`config.mk`:
```
export PLATFORM = sky130hd
export DESIGN_NAME = cond_code_unit
export DESIGN_NICKNAME = d
export VERILOG_FILES = /design/src/rtl/cond_code_unit.sv
export SDC_FILE = /design/constraint.sdc
export NUM_CORES = 1
export LEC_CHECK = 0
export BUFFER_PORTS_ARGS = -buffer_cell sky130_fd_sc_hd__buf_2
export CELL_PAD_IN_SITES_DETAIL_PLACEMENT = 0
export CELL_PAD_IN_SITES_GLOBAL_PLACEMENT = 1
export CORE_ASPECT_RATIO = 1.2
export CORE_MARGIN = 5
export CORE_UTILIZATION = 35
export CTS_CLUSTER_DIAMETER = 120
export DETAILED_ROUTE_END_ITERATION = 8
export PLACE_DENSITY_LB_ADDON = 0.1
export RECOVER_POWER = 100
export SLEW_MARGIN = 20
export SYNTH_ARGS = -nofsm -noshare
export SYNTH_HDL_FRONTEND = slang
export SYNTH_SLANG_ARGS = --single-unit
```
`constraint.sdc`:
```
create_clock -name clk -period 3.9 [get_ports clk]
set_input_delay 0 -clock clk [delete_from_list [all_inputs] [get_ports clk]]
set_output_delay 0 -clock clk [all_outputs]
set_load 0.005 [all_outputs]
```
`src/rtl/cond_code_unit.sv`:
```
// cond_code_unit: execute-stage condition-code register, branch/cmov
// condition evaluation, and the execute->memory boundary register.
// Optional feature macro: CC_BYPASS_EN. When defined, the condition is
// evaluated on the incoming ALU flags whenever they are being written in
// the same cycle, so a fused compare-and-branch sees the new flags.
module cond_code_unit #(
  parameter int BIT_WID = 64
) (
  input  logic               clk,
  input  logic               rst,
  input  logic [3:0]         cc_in,
  input  logic               set_cc,
  input  logic               exc_block,
  input  logic [3:0]         ifun,
  input  logic               is_cond,
  input  logic [BIT_WID-1:0] valE_in,
  input  logic               in_valid,
  input  logic               stall,
  input  logic               bubble,
  output logic [3:0]         cc_q,
  output logic               m_cnd,
  output logic [BIT_WID-1:0] m_valE,
  output logic               m_valid,
  output logic               m_bad_cond
);

  // Flag positions inside the CC vector
  localparam int ZF = 0;
  localparam int SF = 1;
  localparam int OF = 2;
  localparam int CF = 3;

  // Returns {bad, cnd} for a selector applied to a flag set.
  function automatic logic [1:0] eval_cond(input logic [3:0] cc,
                                           input logic [3:0] fn);
    logic z, s, o, c, lt;
    logic [1:0] r;
    z  = cc[ZF];
    s  = cc[SF];
    o  = cc[OF];
    c  = cc[CF];
    lt = s ^ o;
    r  = 2'b00;
    case (fn)
      4'd0:    r = 2'b01;
      4'd1:    r = {1'b0, lt | z};
      4'd2:    r = {1'b0, lt};
      4'd3:    r = {1'b0, z};
      4'd4:    r = {1'b0, ~z};
      4'd5:    r = {1'b0, ~lt};
      4'd6:    r = {1'b0, ~lt & ~z};
      4'd7:    r = {1'b0, c};
      4'd8:    r = {1'b0, c | z};
      4'd9:    r = {1'b0, ~c & ~z};
      4'd10:   r = {1'b0, ~c};
      default: r = 2'b10;
    endcase
    return r;
  endfunction

  logic       cc_upd;
  logic       cc_we;
  logic [3:0] cc_eval;
  logic       cnd;
  logic       bad;

  // A live, unblocked flag-setting instruction; stall additionally gates the write.
  assign cc_upd = set_cc & in_valid & ~exc_block;
  assign cc_we  = cc_upd & ~stall;

  // Select the flag set the condition is evaluated against.
  always_comb begin
`ifdef CC_BYPASS_EN
    cc_eval = cc_upd ? cc_in : cc_q;
`else
    cc_eval = cc_q;
`endif
  end

  // Condition result; non-conditional instructions never report a condition.
  always_comb begin
    cnd = 1'b0;
    bad = 1'b0;
    if (is_cond) begin
      {bad, cnd} = eval_cond(cc_eval, ifun);
    end
  end

  // Architectural CC register; reset state has only ZF set.
  always_ff @(posedge clk or posedge rst) begin
    if (rst) begin
      cc_q <= 4'b0001;
    end else if (cc_we) begin
      cc_q <= cc_in;
    end
  end

  // Execute->memory boundary: stall holds, bubble inserts a NOP, else load.
  always_ff @(posedge clk or posedge rst) begin
    if (rst) begin
      m_valid    <= 1'b0;
      m_cnd      <= 1'b0;
      m_bad_cond <= 1'b0;
      m_valE     <= '0;
    end else if (stall) begin
      m_valid    <= m_valid;
      m_cnd      <= m_cnd;
      m_bad_cond <= m_bad_cond;
      m_valE     <= m_valE;
    end else if (bubble) begin
      m_valid    <= 1'b0;
      m_cnd      <= 1'b0;
      m_bad_cond <= 1'b0;
      m_valE     <= '0;
    end else begin
      m_valid    <= in_valid;
      m_cnd      <= cnd & in_valid;
      m_bad_cond <= bad & in_valid;
      m_valE     <= valE_in;
    end
  end

endmodule

```
==> metrics.yaml <==
sta:
  rsz0062_at_grt: "no"
  maxSlewViolCount: 30
  fin_ws_ps: 1764
  fin_skew_ps: 3.542
  slew_headroom_pct: -27.05
  finalSetupViolCount: 0
  tns_ps: 0
  layout_min_cycle_time_ps: 2136
  finalHoldViolCount: 0
  post-route-period-util_pct: 54.76
  hold_slack_ps: 18.98
  max_freq_mhz: 468.2
  worst_pin_slew_ps: 1899
power:
  ir_worst_vdd_mv: 0.2001
  power_density_nw_per_um2: 394.4
  power.leakage_uw: 0.002140
  total_power_uw: 1703
worst_setup_path:
  criticalPathCategory: "primary input to asynchronous set/reset pin"
  cp_num_buf_inv: 4
  critical_path.cell_chain: "dlygate4sd3_1, buf_2, inv_1, clkbuf_2"
  cp.arrival_ps: 2460
  critical_path.slowest_cell: "inv_1"
  required_ps: 4230
  end_kind: "asynchronous set/reset pin"
  cp_max_fo: 38
  cpLargestDelayFamily: "buffers and inverters"
  reg2reg_slack_ps: 2400
  cp_slowest_stage_delay_ps: 900
  start_kind: "primary input"
layout:
  diodes: 0
  fillers: 635
  layout_common_cells: "97 x buf_2, 72 x dlygate4sd3_1, 70 x dfrtp_1"
  area_delta_synth_final_pct: 62.43
  final_nets: 488
  design_area_um2: 4317
  final_common_cell: "buf_2"
  layout-drive-gt1-share_pct: 28.64
grt:
  grt_usage_pct: 16.81
  overflow: 0
  grt_max_degree: 71
  grt_pass1_vias: 2604
  grt_pass1_wl_um: 12430
  antenna_found_initial: 0
synthesis:
  yosys.area.top_type_share_pct: 65.91
  avgSynthCellArea_um2: 14.21
  yosys-top-cells-area: "dfrtp_1 66%, a22o_1 21%, buf_2 1.9%, mux2_2 1.3%, dfstp_2 0.99%"
  ys_seq_elements: 71
  yosys_warnings: 0
  synth-edff-count: 0
  synthesis.area_um2: 2658
  synth_top_area_cell: "dfrtp_1"
  synth_fp_nets: 267
  seq_area_frac_synth_pct: 66.90
  synthArstFlopShare_pct: 100.0
  synthDistinctLibCells: 27
  ys.flop_type: "dfrtp_1"
  syn-instance-count: 187
drt:
  routed_wl_um: 7873
  num_vias: 2387
  drc: 0
  drtAntennaViolNets: 0
  drt_iter0_drc: 83
  dr.pass1.iters: 3
  wl_per_cell_um: 15.68
  vias_per_cell: 4.755
clocking:
  cts_made_buffers: 9
  h-tree-depth: 3
  cts_tree: "done"
  clock-sinks: 71
  cts.repair.resized: 0
  clk_latency_ps: 330
  cts-root-buf: "clkbuf_8"
  path_clk_slew_ps: 70
  cts_hold_buf: 72
  post_cts_buffers: 0
  clock_path_buffers: 2
run:
  cap_violations: 1
die:
  core_um2: 7317
  die_y_um: 105.5
  die-area_um2: 9443
  io_pins: 151
  initial_core_util_pct: 36.32
  row_count: 34
  die_w_um: 89.55
status:
  violations: "capacitance limit, slew limit"
  outcome: "finished, violations left"
placed_design:
  routabilityCongestion: 0.7133
  pre_cts_ws_ps: 2401
  dp_hpwl_um: 4935
  placed_cell_area_um2: 3476
  portBuffers: 150
worst_hold_path:
  hold_class: "primary input to register"
stage by stage:
step / cells / util (%)
after floorplan: 187 / -
after global placement: 415 / 47.50
after detailed placement: 415 / 47.50
after CTS: 502 / 60.04
after global routing: 502 / 58.99
final: 502 / 58.99
synth_stat cells (2+ instances only):
master,number
dfrtp_1,70
a22o_1,64
buf_2,10
nand2_1,6
clkbuf_1,4
nor2_1,4
inv_1,3
mux2_2,3
o21ai_0,3
mux2i_1,2
nand2b_1,2
worst min-delay path, stage by stage:
cell and delay [ps]:
buf_2 100, nand4bb_1 130, o21ai_0 80
kinds of logic (layout without fill, tap and decap cells):
group | after synthesis | count (layout) | share of synthesized area [%]
xor gates and xnor gates | 1 | 1 | 0.3296
muxes | 6 | 6 | 2.448
buffers and inverters | 18 | 243 | 3.154
and+or+nand+nor | 17 | 17 | 3.484
DFF | 71 | 71 | 66.90
AOI/OAI and AO/OA | 74 | 74 | 23.68
routing by layer:
layer | vias up | GRT usage [%] | part of all wire, %
li1 | 1146 | - | -
met1 | 1127 | 20.93 | 43
met2 | 100 | 27.56 | 48
met3 | 14 | 4.215 | 7.3
met4 | 0 | 6.489 | 1.8
met5 | - | 0 | 0
registers in the layout, summed over array words and instances, names as in the netlist:
register    count
m_valid         1
m_valE         64
m_cnd           1
m_bad_cond      1
cc_q            4
worst paths after layout:
| check | startpoint | end | cells after the start |
|---|---|---|---|
| max | rst | m_valE[16] | 4 |
| min reg2reg | m_bad_cond | m_bad_cond | 2 |
| max reg2reg | cc_q[1] | m_cnd | 4 |
| min in group asynchronous | rst | m_valE[32] | 3 |
| max in group clk | bubble | m_valE[27] | 4 |
| min | is_cond | m_bad_cond | 3 |
power breakdown:
| group | internal, µW | total (µW) | switching, µW |
|---|---|---|---|
| logic | 165 | 288 | 123 |
| clock network | 309 | 577 | 268 |
| registers | 799 | 837 | 38.6 |
cell type report:
class	count	area (µm²)	area share, %
repair buffers	225	1425	33.01
inverters	3	11.26	0.2609
multi-input cells	98	793.3	18.38
clock buffers	10	137.6	3.188
clock inverters	5	58.81	1.362
flip-flops and latches	71	1778	41.19
well taps	90	112.6	2.609
Note: power is estimated with default switching activity, not from simulation.
